### config.mk
export PLATFORM = sky130hd
export DESIGN_NAME = multi_mode_ff_bank
export DESIGN_NICKNAME = d
export VERILOG_FILES = /design/src/rtl/multi_mode_ff_bank.sv
export SDC_FILE = /design/constraint.sdc
export NUM_CORES = 1
export LEC_CHECK = 0
export BUFFER_PORTS_ARGS = -buffer_cell sky130_fd_sc_hd__buf_2
export CORE_UTILIZATION = 55
export DETAILED_ROUTE_END_ITERATION = 10
export MAX_ROUTING_LAYER = met4
export PLACE_DENSITY = 0.85
export RECOVER_POWER = 50
export SLEW_MARGIN = 15
export SYNTH_ARGS = -nofsm -noshare
export SYNTH_HDL_FRONTEND = slang
export SYNTH_SLANG_ARGS = --single-unit
### constraint.sdc
create_clock -name clk -period 5.64 [get_ports clk]
set_clock_uncertainty 0.15 [all_clocks]
set_input_delay 0.282 -clock clk [delete_from_list [all_inputs] [get_ports clk]]
set_output_delay 0.282 -clock clk [all_outputs]
set_load 0.01 [all_outputs]
### src/rtl/multi_mode_ff_bank.sv
`default_nettype none
// ============================================================================
// Module      : multi_mode_ff_bank
// Description : Bank of WIDTH independent flip-flops sharing one run-time
//               selectable personality (SR, JK, D or T). Illegal SR input
//               combinations are flagged per bit in a sticky vector and
//               counted in a saturating event counter.
// Ports       : clk      - rising-edge clock
//               rst      - asynchronous active-high reset
//               en       - update enable for q / error state
//               mode_in  - next mode (00 SR, 01 JK, 10 D, 11 T)
//               mode_ld  - load strobe for mode_in (acts even when en=0)
//               a, b     - per-bit S/J/D/T and R/K inputs
//               clr_err  - clears err_vec / err_cnt (acts even when en=0)
//               q, qbar  - registered state and its registered complement
//               cur_mode - mode currently applied
//               err_vec  - sticky per-bit illegal-SR flags
//               err_cnt  - saturating count of illegal-SR cycles
// Revision    : 1.0 - initial release
// ============================================================================
module multi_mode_ff_bank #(
    parameter int WIDTH = 8,
    parameter int ECW   = 8
) (
    input  logic             clk,
    input  logic             rst,
    input  logic             en,
    input  logic [1:0]       mode_in,
    input  logic             mode_ld,
    input  logic [WIDTH-1:0] a,
    input  logic [WIDTH-1:0] b,
    input  logic             clr_err,
    output logic [WIDTH-1:0] q,
    output logic [WIDTH-1:0] qbar,
    output logic [1:0]       cur_mode,
    output logic [WIDTH-1:0] err_vec,
    output logic [ECW-1:0]   err_cnt
);

    localparam logic [1:0]     c_MODE_SR = 2'b00;
    localparam logic [1:0]     c_MODE_JK = 2'b01;
    localparam logic [1:0]     c_MODE_D  = 2'b10;
    localparam logic [1:0]     c_MODE_T  = 2'b11;
    localparam logic [ECW-1:0] c_CNT_MAX = {ECW{1'b1}};
    localparam logic [ECW-1:0] c_CNT_ONE = {{(ECW-1){1'b0}}, 1'b1};

    logic [WIDTH-1:0] r_q;
    logic [WIDTH-1:0] r_qbar;
    logic [1:0]       r_mode;
    logic [WIDTH-1:0] r_err_vec;
    logic [ECW-1:0]   r_err_cnt;

    logic [WIDTH-1:0] w_q_next;
    logic [WIDTH-1:0] w_illegal;
    logic             w_any_illegal;
    logic [WIDTH-1:0] w_err_vec_next;
    logic [ECW-1:0]   w_err_cnt_next;

    // Per-bit next-state under the currently applied mode. The edge that
    // loads a new mode still evaluates with r_mode, i.e. the old mode.
    genvar gi;
    generate
        for (gi = 0; gi < WIDTH; gi++) begin : g_bit
            logic w_nxt;
            always_comb begin
                w_nxt = r_q[gi];
                case (r_mode)
                    c_MODE_SR: begin
                        // 11 is illegal and holds, so q/qbar stay complementary
                        if (a[gi] && !b[gi])      w_nxt = 1'b1;
                        else if (!a[gi] && b[gi]) w_nxt = 1'b0;
                    end
                    c_MODE_JK: begin
                        case ({a[gi], b[gi]})
                            2'b10:   w_nxt = 1'b1;
                            2'b01:   w_nxt = 1'b0;
                            2'b11:   w_nxt = ~r_q[gi];
                            default: w_nxt = r_q[gi];
                        endcase
                    end
                    c_MODE_D: w_nxt = a[gi];
                    c_MODE_T: w_nxt = a[gi] ? ~r_q[gi] : r_q[gi];
                    default:  w_nxt = r_q[gi];
                endcase
            end
            assign w_q_next[gi] = w_nxt;
        end
    endgenerate

    // Illegal events only count when the bank actually updates in SR mode.
    assign w_illegal     = (en && (r_mode == c_MODE_SR)) ? (a & b) : '0;
    assign w_any_illegal = |w_illegal;

    // A clear on the same edge as an illegal cycle restarts the error state
    // from that cycle's offenders rather than dropping them.
    always_comb begin
        w_err_vec_next = r_err_vec | w_illegal;
        w_err_cnt_next = r_err_cnt;
        if (clr_err) begin
            w_err_vec_next = w_illegal;
            w_err_cnt_next = w_any_illegal ? c_CNT_ONE : '0;
        end else if (w_any_illegal && (r_err_cnt != c_CNT_MAX)) begin
            w_err_cnt_next = r_err_cnt + c_CNT_ONE;
        end
    end

    always_ff @(posedge clk or posedge rst) begin
        if (rst) begin
            r_q       <= '0;
            r_qbar    <= '1;
            r_mode    <= c_MODE_SR;
            r_err_vec <= '0;
            r_err_cnt <= '0;
        end else begin
            if (mode_ld) begin
                r_mode <= mode_in;
            end
            if (en) begin
                r_q    <= w_q_next;
                r_qbar <= ~w_q_next;
            end
            r_err_vec <= w_err_vec_next;
            r_err_cnt <= w_err_cnt_next;
        end
    end

    assign q        = r_q;
    assign qbar     = r_qbar;
    assign cur_mode = r_mode;
    assign err_vec  = r_err_vec;
    assign err_cnt  = r_err_cnt;

endmodule
`default_nettype wire

Yosys cells after proc, flatten, opt, wreduce, memory -nomap -nowiden
Index checks and enable logic that the tools add are counted.
- bits in registers: 34
- output and inout bits: 34
- word-level logic and storage cells: 127
- input port bits: 23
- reductions and logical operators: 37
- equal/unequal tests: 28
- bitwise operators: 11
- muxes and demuxes: 45
- add/subtract/negate cells: 1
- operators by type and width (operator ; count):
    $eq 2x2->1 const B ; 18
    $mux 8 ; 4
    $pmux 1 s4 ; 8
    $mux 1 ; 25
    $pmux 1 s3 ; 8
    $eq 2x1->1 const B ; 9
    $logic_and 1x1->1 ; 18
    $logic_not 1->1 ; 16
    $add 8x1->8 const B ; 1
    $and 8x8->8 ; 1
    $ne 8x8->1 const B ; 1
    $not 1->1 ; 8
    $not 8->8 ; 1
    $or 8x8->8 ; 1
    $reduce_or 8->1 ; 1
    $logic_not 2->1 ; 1
    $reduce_bool 2->1 ; 1

Logic depth before layout (Yosys ltp)
Gate-level depths: netlist of the first run.
- word-level depth: 7
- mapped depth: 7
- gate-level depth less buffers: 6

Worst setup path before layout of the first run
No wires, ideal clock.
- path type: register -> register
- from: register r_mode[1], in the netlist cur_mode[1]
- to: register r_err_cnt[5], in the netlist err_cnt[5]
- stages on the path, launching flop included: 8
- data required time: 5412 ps
- period minus slack after synthesis: 1864 ps
- setup time: 78 ps
- arrival: 1636 ps
- path buffers: 2
- slack: 3776 ps
- path through: dfrtp_1 buf_6 nor2_4 nand2_4 o21bai_4 buf_6 or4_1 a21oi_1
- word-level cells in the longest chain between the ends: 6
- RTL lines (item ; line ; RTL):
    start: declaration ; 49 ; logic [1:0] r_mode;
    start signal: assignment ; 111 ; r_mode <= c_MODE_SR;
    start signal: assignment ; 116 ; r_mode <= mode_in;
    $logic_not 2->1 ; 91 ; assign w_illegal = (en && (r_mode == c_MODE_SR)) ? (a & b) : '0;
    $logic_and 1x1->1 ; 91 ;
    $mux 8 ; 91 ;
    $reduce_or 8->1 ; 92 ; assign w_any_illegal = |w_illegal;
    $logic_and 1x1->1 ; 102 ; end else if (w_any_illegal && (r_err_cnt != c_CNT_MAX)) begin
    $reduce_bool 2->1 (no line) ; -- ;
    end signal: assignment ; 123 ; r_err_cnt <= w_err_cnt_next;
    end: declaration ; 51 ; logic [ECW-1:0] r_err_cnt;
No other way between the ends.
A chain may end at the register's enable or synchronous reset.

==> results.md, run 1 <==
- Status: complete, but fails checks
- Failing checks: max-capacitance violations, max-slew violations
- YS warnings: 0
- Placed insts: 292
- CTS tree: built
- First-iteration detailed-routing DRC count: 54
- Number of global-route vias before repair: 1469
- Critical R2R Capture: err_cnt[4]
- CTS Buf Count: 5
- Antenna diodes: 0
- Clk sink count: 34
- Seq pwr share: 53.0%
- Clock slew at reported path FFs: 0.09 ns
- Final WL: 3.843 mm
- Postcts setup bufs: 0
- Initial Util: 59.04%
- #FFs+latches synth: 34
- Total GRT Usage: 24.88%
- Clk pwr share: 23.2%
- Setup violators final: 0
- Min Tclk post-route: 2.284 ns
- Mapped Cells: 200
- Critical path type: primary input to asynchronous set/reset pin
- Rel. slew slack: -18.58%
- CP peak stage delay: 1.27 ns
- Gate power share: 23.7%
- Antenna violation net count after detailed routing: 0
- Synth Net Count: 224
- Arrival @ worst endpoint: 2.25 ns
- Psw: 186.0 uW
- Post-synth cell types: 36
- Worst path bufs/invs: 4
- Synth top area share: 35.23%
- Top delay family on crit path: buffers and inverters
- Power Dens Cells: 272.3 nW/um^2
- Drt via density: 5.482
- Hold Startpoint: mode_in[0]
- Worst setup startpoint: rst
- Worst Path Required: 5.61 ns
- Root Driver: clkbuf_4
- Setup WS post-layout: 3.356 ns
- Crit path max fanout: 34
- Max Slew Vio Count: 35
- Worst min path class: primary input to register
- Total Neg Setup Slack: 0 ns
- Reg-to-reg startpoint: cur_mode[0]
- Core area: 3128 um^2
- WL/cell: 12.77 um
- R2R depth: 5
- Post-layout nets: 280
- Synth area leader: dfrtp_1
- Vert. Die Dim: 59.95 um
- Most frequent cells in the layout: 40 x buf_2, 28 x inv_1, 26 x dfrtp_1
- Share of cells above drive strength 1: 24.12%
- Final period utilization: 40.49%
- Chip width: 59.95 um
- Final non-filler cell total: 301
- H-tree levels: 2
- Synthesized area: 1847 um^2
- Hold path cells: 2
- Hold endpoint: cur_mode[0]
- IO buf count: 56
- Num ports: 57
- Max Cap Viol: 1
- Sequential share of the synthesized area: 46.61%
- Die area: 3593 um^2
- Drt drc: 0
- Area growth, synth to finish: 18.36%
- GR Overflow Total: 0
- Worst vdd ir: 0.2184 mV
- R2R setup slack: 3.50 ns
- CP max-delay cell: clkbuf_1
- Slew @ Worst Pin: 1.779 ns
- First-pass GRT wire length: 6.423 mm
- CP Capture Type: asynchronous set/reset pin
- Fmax: 437.8 MHz
- Vias: 1650
- Startpoint class of the critical path: primary input
- Place WS: 3.489 ns
- Pin count of the biggest net entering global routing: 35
- Clock Latency Late Sink: 0.34 ns
- DP HPWL: 2.734 mm
- Row cnt: 20
- Average size of a mapped cell: 9.234 um^2
- Pre-Repair DR Iteration Count: 4
- Internal power: 409.2 uW
- Hold Vio Cnt, Final: 0
- Sw Share: 31.25%
- Commonest non-fill, non-tap cell in the layout: buf_2
- FILL cells: 265
- GPL Wtd Cong: 0.7833
- P_leak: 0.0009713 uW
- Clock Path Buffers: 2
- RSZ-0062 raised after global routing: false
- Cells along the critical path: dlygate4sd3_1 -> buf_2 -> inv_1 -> clkbuf_1
- Largest cells by area after synthesis: dfrtp_1 35%, dfstp_2 11%, o21ai_0 6.2%, inv_1 5.7%, o22ai_1 4.7%
- Initial antenna violation count: 0
flip-flops by register name, indices dropped and copies added, names as in the netlist:
name      flops
q             8
cur_mode      2
qbar          8
err_cnt       8
err_vec       8
how the worst max path moves through the flow:
| stage | endpoint | cells past startpoint | slack, ns |
|---|---|---|---|
| after global placement | err_cnt[4] | 5 | 3.55 |
| after detailed placement | err_cnt[3] | 5 | 3.49 |
| after CTS | err_cnt[4] | 5 | 3.50 |
| after floorplan | err_cnt[5] | 7 | 3.78 |
| final | q[0] | 4 | 3.36 |
| after global routing | q[0] | 4 | 2.99 |
per-stage QoR:
stage	power [uW]	instance area (um^2)	hold slack [ns]	util, %
floorplan	409.6	1847	0.2677	-
global route	632.3	2186	0.03788	69.88
finish	595.3	2186	0.02277	69.88
detailed placement	463.6	2141	0.2455	68.44
global placement	459.6	2141	0.2420	68.44
CTS	603.1	2210	0.01851	70.64
area by class of cell:
class | instances | area, um^2 | share of cell area [%]
flip-flops and latches | 34 | 860.8 | 39.38
multi-input cells | 129 | 832.0 | 38.07
repair buffers | 58 | 274.0 | 12.54
inverters | 28 | 105.1 | 4.808
clock buffers | 8 | 58.81 | 2.690
well taps | 44 | 55.05 | 2.519
repair_timing:
action                    CTS  global route
hold endpoints to repair   26             0
hold buffers                1             0
resized for setup           0             0
metal layers:
metal  up-vias  GRT usage (%)  wire length, um
met3        11          4.545              171
met2        53          36.19             1780
met5         -              -                0
li1        824              -                -
met1       762          32.18             1802
met4         0          14.95               89
cells by family after synthesis:
family / share of synthesized area, %
xor+xnor: 0.4743
mux: 2.913
fa+ha+maj: 0.6774
flops: 46.61
simple gates: 15.79
compound gates: 25.20
buf+inv: 8.333
cell usage after synthesis:
master	count
or2_2	1
nor2_4	1
mux2_2	2
ha_1	1
buf_1	1
a311oi_1	1
o21ai_0	23
a21oi_1	6
a221o_1	8
nand2b_1	7
o32ai_1	1
mux2i_1	2
or4_1	3
dfrtp_1	26
o31ai_1	4
inv_1	28
nand4_1	4
nor2b_1	8
a31o_1	1
nor3_2	1
nand2_4	1
dfstp_2	8
o21a_1	9
and2_1	1
mux2_1	1
o21bai_4	1
clkbuf_1	6
nand3_1	2
o22ai_1	14
nor4_1	1
o21ba_2	1
nor3_1	2
buf_6	2
nor2_1	3
nand2_1	18
xor2_1	1
power groups by stage:
stage | clock network, uW | registers (uW) | logic (uW)
2_1_floorplan | 0 | 327 | 83.0
4_1_cts | 142 | 316 | 145
5_1_grt | 148 | 323 | 161
3_3_place_gp | 0 | 318 | 141
3_5_place_dp | 0 | 320 | 144
6_report | 138 | 316 | 141
Note: power is estimated with default switching activity, not from simulation.
==> inputs of run 2 (changes only) <==
- CORE_UTILIZATION: 55 -> 46
- PLACE_DENSITY: 0.85 -> 0.76
- clock period: 5.64 -> 2 ns (I/O delays scaled with it)
==> run 2 against run 1 <==
- sequential power increased to 2.8 times the previous value
- critical path type is now register to register
- count of clock-buffer cells in the layout unchanged
- power increased to 3.0 times the previous value
- via count increased by 5.7%
- non-clock buffer count increased by 19
- largest cell class unchanged
- setup slack got worse by 3.3 ns
- combinational power increased to 3.3 times the previous value
- sequential cell count unchanged
- wire length increased by 11%
- sequential share of layout area decreased by 3.5 points
- the flow finishes with violations (negative hold slack)
- register-to-register slack got worse by 3.4 ns
==> results.md, run 2 (synthesized netlist as in run 1, its figures left out) <==
- Status: complete, but fails checks (unchanged)
- Failing checks: negative hold slack (was max-capacitance violations, max-slew violations)
- Hold Startpoint: a[6] (was mode_in[0])
- Rel. slew slack: 44.97% (was -18.58%)
- Fmax: 518.1 MHz
- Area growth, synth to finish: 29.81% (was 18.36%)
- CTS tree: built (unchanged)
- Most frequent cells in the layout: 46 x buf_2, 28 x inv_1, 26 x dfrtp_1 (was 40 x buf_2, 28 x inv_1, 26 x dfrtp_1)
- Root Driver: clkbuf_8 (was clkbuf_4)
- Final WL: 4.254 mm (was 3.843 mm)
- Clk sink count: 34 (unchanged)
- Antenna violation net count after detailed routing: 0 (unchanged)
- Num ports: 57 (unchanged)
- Number of global-route vias before repair: 1520 (was 1469)
- Share of cells above drive strength 1: 26.09% (was 24.12%)
- Clock slew at reported path FFs: 0.06 ns (was 0.09 ns)
- Worst vdd ir: 0.4637 mV (was 0.2184 mV)
- Multi-input logic area: 830.8 um^2 (was 832.0 um^2)
- Drt drc: 0 (unchanged)
- Max Cap Viol: 0 (was 1)
- Core area: 3744 um^2 (was 3128 um^2)
- GR Overflow Total: 0 (unchanged)
- Arrival @ worst endpoint: 1.98 ns (was 2.25 ns)
- Slew @ Worst Pin: 0.8255 ns (was 1.779 ns)
- R2R setup slack: 0.07 ns (was 3.50 ns)
- Total GRT Usage: 21.79% (was 24.88%)
- CTS Buf Count: 5 (unchanged)
- R2R depth: 6 (was 5)
- Vert. Die Dim: 65.36 um (was 59.95 um)
- CP Capture Type: register (was asynchronous set/reset pin)
- Post-layout nets: 299 (was 280)
- Hold path cells: 3 (was 2)
- Top delay family on crit path: simple AND/OR/NAND/NOR gates (was buffers and inverters)
- Max Slew Vio Count: 0 (was 35)
- Reg-to-reg startpoint: err_cnt[0] (was cur_mode[0])
- Vias: 1744 (was 1650)
- WL/cell: 13.13 um (was 12.77 um)
- Drt via density: 5.383 (was 5.482)
- Startpoint class of the critical path: register (was primary input)
- Hold endpoint: err_vec[6] (was cur_mode[0])
- H-tree levels: 2 (unchanged)
- P_leak: 0.001095 uW (was 0.0009713 uW)
- Clock Path Buffers: 2 (unchanged)
- Row cnt: 22 (was 20)
- Commonest non-fill, non-tap cell in the layout: buf_2 (unchanged)
- Worst min path class: primary input to register (unchanged)
- Initial antenna violation count: 0 (unchanged)
- Pre-Repair DR Iteration Count: 4 (unchanged)
- Min Tclk post-route: 1.930 ns
- Critical R2R Capture: err_cnt[3] (was err_cnt[4])
- Clock Latency Late Sink: 0.28 ns (was 0.34 ns)
- FILL cells: 328 (was 265)
- Chip width: 65.36 um (was 59.95 um)
- GPL Wtd Cong: 0.8353 (was 0.7833)
- Pin count of the biggest net entering global routing: 35 (unchanged)
- Power Dens Cells: 755.1 nW/um^2 (was 272.3 nW/um^2)
- Worst Path Required: 2.05 ns (was 5.61 ns)
- First-pass GRT wire length: 6.934 mm (was 6.423 mm)
- Antenna diodes: 0 (unchanged)
- IO buf count: 56 (unchanged)
- DP HPWL: 2.852 mm (was 2.734 mm)
- Fin Hold WS: -0.001562 ns (was 0.02277 ns)
- Seq. cell area: 860.8 um^2 (unchanged)
- Worst setup startpoint: err_cnt[0] (was rst)
- Setup violators final: 0 (unchanged)
- Hold Vio Cnt, Final: 1 (was 0)
- CP peak stage delay: 0.46 ns (was 1.27 ns)
- First-iteration detailed-routing DRC count: 134 (was 54)
- Critical path type: register to register (was primary input to asynchronous set/reset pin)
- Crit path max fanout: 7 (was 34)
- Final period utilization: 96.50%
- CP max-delay cell: or4_1 (was clkbuf_1)
- Total Neg Setup Slack: 0 ns (unchanged)
- Initial Util: 49.33% (was 59.04%)
- Worst path bufs/invs: 1 (was 4)
- Cells along the critical path: ha_1 -> nand4_1 -> nor3_4 -> buf_4 -> or4_1 -> a21oi_1 (was dlygate4sd3_1 -> buf_2 -> inv_1 -> clkbuf_1)
- Die area: 4272 um^2 (was 3593 um^2)
run 2: cell types whose count changed in the layout (fill, tap and decap cells not counted):
cell,previous run,this run
dlygate4sd3_1,1,15
buf_2,40,46
clkbuf_1,19,13
buf_4,0,5
clkbuf_4,5,0
clkbuf_8,1,5
clkbuf_2,0,1
nor2_1,3,4
nor2_4,1,0
nor3_2,1,0
nor3_4,0,1
run 2: report_power, final:
group	internal [uW]	total, uW	leakage, uW	switching [uW]
logic	215	463	0.000638	247
clock network	247	479	0.0000395	232
registers	799	869	0.000417	70.1
total	1260	1810	0.00110	549
run 2: what timing repair did:
item / CTS / global route
hold buffers: 15 / 0
setup endpoints to repair: 0 / 2
buffers inserted: 0 / 2
resized for setup: 0 / 1
hold endpoints to repair: 36 / 0
run 2: worst register-to-register path, cell delays in order (launching register included):
cell     delay, ns
dfrtp_1       0.41
ha_1          0.25
nand4_1       0.18
nor3_4        0.08
buf_4         0.16
or4_1         0.46
a21oi_1       0.16
run 2: final cells by class:
class	instances	share of cell area [%]
inverter	28	4.384
clock buffer	8	3.340
multi-input combinational	129	34.66
timing repair buffer	77	19.21
tap	48	2.505
sequential	34	35.91
run 2: metrics by stage:
stage	worst slack [ns]	instance area (um^2)	total power, uW	instances	utilization [%]
after floorplan	0.1361	1847	1155	200	-
after global placement	0.08595	2168	1309	299	57.92
after detailed placement	0.04413	2168	1320	299	57.92
after CTS	0.02851	2399	1826	322	64.07
after global routing	-0.01265	2397	1922	324	64.04
final	0.06994	2397	1810	324	64.04
run 2: worst max path at each step:
stage	endpoint	slack [ns]	cells after the start
3_3_place_gp	err_cnt[2]	0.09	6
6_report	err_cnt[3]	0.07	6
5_1_grt	err_cnt[3]	-0.01	6
2_1_floorplan	err_cnt[5]	0.14	7
3_5_place_dp	err_cnt[2]	0.04	6
4_1_cts	err_cnt[2]	0.03	6
run 2: per-layer routing:
layer  up-vias  wire length, um  global-route usage, %
li1        860                -                      -
met1       834             1910                  28.79
met2        44             2083                  33.12
met3         6              203                  4.861
met4         0               57                  7.337
met5         -                0                      -
==> inputs of run 3 (changes only) <==
==> constraint.sdc (replaced) <==
create_clock -name clk -period 2 [get_ports clk]
set_clock_uncertainty 0.15 [all_clocks]
set_input_delay 0.4 -clock clk [delete_from_list [all_inputs] [get_ports clk]]
set_output_delay 0.4 -clock clk [all_outputs]
set_load 0.01 [all_outputs]
==> run 3 against run 2 <==
- the run now ends clean
- core utilization decreased by 3.7 points
- clock power grew 3%
- power decreased by 1.1%
- global-route usage shrank 0.13 points
- die area unchanged
- maximum frequency is 0.66% higher
- via count is 3.4% lower
- register-to-register slack barely moved
- sequential share of layout area up 2.2 points
- cell count is 4.3% lower
- highest routed layer unchanged
==> results.md, run 3 (synthesized netlist as in run 1, its figures left out) <==
- Status: finished clean (was complete, but fails checks)
- Vias: 1684 (was 1744)
- Chip width: 65.36 um (unchanged)
- IO buf count: 56 (unchanged)
- Final period utilization: 95.87% (was 96.50%)
- Num ports: 57 (unchanged)
- Clock Path Buffers: 2 (unchanged)
- Initial Util: 49.33% (unchanged)
- Antenna diodes: 0 (unchanged)
- Max Cap Viol: 0 (unchanged)
- Antenna violation net count after detailed routing: 0 (unchanged)
- Critical R2R Capture: err_cnt[3] (unchanged)
- Pin count of the biggest net entering global routing: 35 (unchanged)
- Min Tclk post-route: 1.917 ns (was 1.930 ns)
- Psw: 557.7 uW (was 549.1 uW)
- Gate power share: 24.1% (was 25.6%)
- R2R depth: 6 (unchanged)
- WL/cell: 13.40 um (was 13.13 um)
- Internal power: 1233 uW (was 1261 uW)
- Fmax: 521.5 MHz (was 518.1 MHz)
- Number of global-route vias before repair: 1550 (was 1520)
- Total GRT Usage: 21.66% (was 21.79%)
- Worst Path Required: 2.05 ns (about the same)
- Row cnt: 22 (unchanged)
- GPL Wtd Cong: 0.8016 (was 0.8353)
- Setup violators final: 0 (unchanged)
- Drt drc: 0 (unchanged)
- Final non-filler cell total: 310 (was 324)
- Initial antenna violation count: 0 (unchanged)
- Rel. slew slack: 45.35% (was 44.97%)
- Commonest non-fill, non-tap cell in the layout: buf_2 (unchanged)
- Hold Vio Cnt, Final: 0 (was 1)
- Placed insts: 300 (was 299)
- First-iteration detailed-routing DRC count: 77 (was 134)
- Core area: 3744 um^2 (unchanged)
- Crit path max fanout: 5 (was 7)
- Arrival @ worst endpoint: 1.97 ns (was 1.98 ns)
- Slew @ Worst Pin: 0.8198 ns (was 0.8255 ns)
- First-pass GRT wire length: 6.824 mm (was 6.934 mm)
- Layout Utilization: 60.36% (was 64.04%)
- Die area: 4272 um^2 (unchanged)
- Max Slew Vio Count: 0 (unchanged)
- Drt via density: 5.432 (was 5.383)
- Cts-stage hold buffer count: 0 (was 15)
- Clock Latency Late Sink: 0.29 ns (was 0.28 ns)
- Area growth, synth to finish: 22.36% (was 29.81%)
- CTS tree: built (unchanged)
- Clk pwr share: 27.5% (was 26.4%)
- Clk sink count: 34 (unchanged)
- Share of cells above drive strength 1: 30.15% (was 26.09%)
- Design Area, Final: 2260 um^2 (was 2397 um^2)
- Post-layout nets: 285 (was 299)
- Final WL: 4.155 mm (was 4.254 mm)
- Power Dens Cells: 792.3 nW/um^2 (was 755.1 nW/um^2)
- Reg-to-reg startpoint: err_cnt[0] (unchanged)
- CP Capture Type: register (unchanged)
- Worst vdd ir: 0.5441 mV (was 0.4637 mV)
- GR Overflow Total: 0 (unchanged)
- Root Driver: clkbuf_8 (unchanged)
- Startpoint class of the critical path: register (unchanged)
- Pre-Repair DR Iteration Count: 4 (unchanged)
- Vert. Die Dim: 65.36 um (unchanged)
- DP HPWL: 2.943 mm (was 2.852 mm)
- Sw Share: 31.15% (was 30.33%)
- H-tree levels: 2 (unchanged)
- CTS Buf Count: 5 (unchanged)
- Critical path type: register to register (unchanged)
- Most frequent cells in the layout: 50 x buf_2, 28 x inv_1, 26 x dfrtp_1 (was 46 x buf_2, 28 x inv_1, 26 x dfrtp_1)
- Placed inst area: 2176 um^2 (was 2168 um^2)
- R2R setup slack: 0.08 ns (was 0.07 ns)
- P_leak: 0.001062 uW (was 0.001095 uW)
- Worst min path class: primary input to asynchronous set/reset pin (was primary input to register)
- Seq pwr share: 48.4% (was 48.0%)
- Clock slew at reported path FFs: 0.07 ns (was 0.06 ns)
run 3: cell types whose count changed in the layout (fill, tap and decap cells not counted), sizes merged:
| cell | previous run | this run |
|---|---|---|
| buf | 51 | 55 |
| clkbuf | 19 | 14 |
| clkinv | 0 | 2 |
| dlygate4sd3 | 15 | 0 |
run 3: critical path: stages, from the launching register on:
cell and delay, ns:
dfrtp_1 0.42, ha_1 0.26, nand4_1 0.15, nor3_4 0.08
buf_4 0.14, or4_1 0.47, a21oi_1 0.17
run 3: worst max-delay path by stage:
| stage | slack, ns | depth (start not counted) | to | startpoint |
|---|---|---|---|---|
| finish | 0.08 | 6 | err_cnt[3] | err_cnt[0] |
| global route | -0.02 | 6 | err_cnt[2] | err_cnt[1] |
| CTS | 0.09 | 6 | err_cnt[2] | err_cnt[1] |
| detailed placement | 0.09 | 6 | err_cnt[2] | err_cnt[1] |
| global placement | 0.17 | 6 | err_cnt[4] | err_cnt[0] |
| floorplan | 0.14 | 7 | err_cnt[5] | cur_mode[1] |
run 3: through the flow:
step / setup slack (ns) / total power [uW] / TNS [ns] / hold WS, ns
2_1_floorplan: 0.1361 / 1155 / 0 / 0.3242
3_3_place_gp: 0.1736 / 1307 / 0 / 0.3053
3_5_place_dp: 0.09368 / 1320 / 0 / 0.3086
4_1_cts: 0.08607 / 1810 / 0 / 0.05479
5_1_grt: -0.01614 / 1902 / -0.01614 / 0.1967
6_report: 0.08262 / 1790 / 0 / 0.1879
run 3: metal layers:
layer | global-route usage [%] | share of wire [%]
met5 | - | 0
met2 | 33.76 | 48
met4 | 9.783 | 1.5
met3 | 4.861 | 4.5
met1 | 26.88 | 45
run 3: power by group through the flow:
stage | registers, uW | clock network (uW) | logic, uW
final | 867 | 492 | 432
after detailed placement | 880 | 0 | 439
after global routing | 879 | 537 | 486
after global placement | 877 | 0 | 430
after floorplan | 921 | 0 | 234
after CTS | 869 | 500 | 441
run 3: layout make-up:
type                            instances  area (um^2)
Clock inverter                          2        10.01
Inverter                               28        105.1
Sequential cell                        34        860.8
Fill cell                             358         1484
Multi-Input combinational cell        129        830.8
Clock buffer                            6        72.57
Timing Repair Buffer                   63        320.3
Tap cell                               48        60.06
run 3: what timing repair did:
item,CTS,global route
gates resized for setup,0,1
buffers inserted,0,2
setup endpoints to repair,0,1
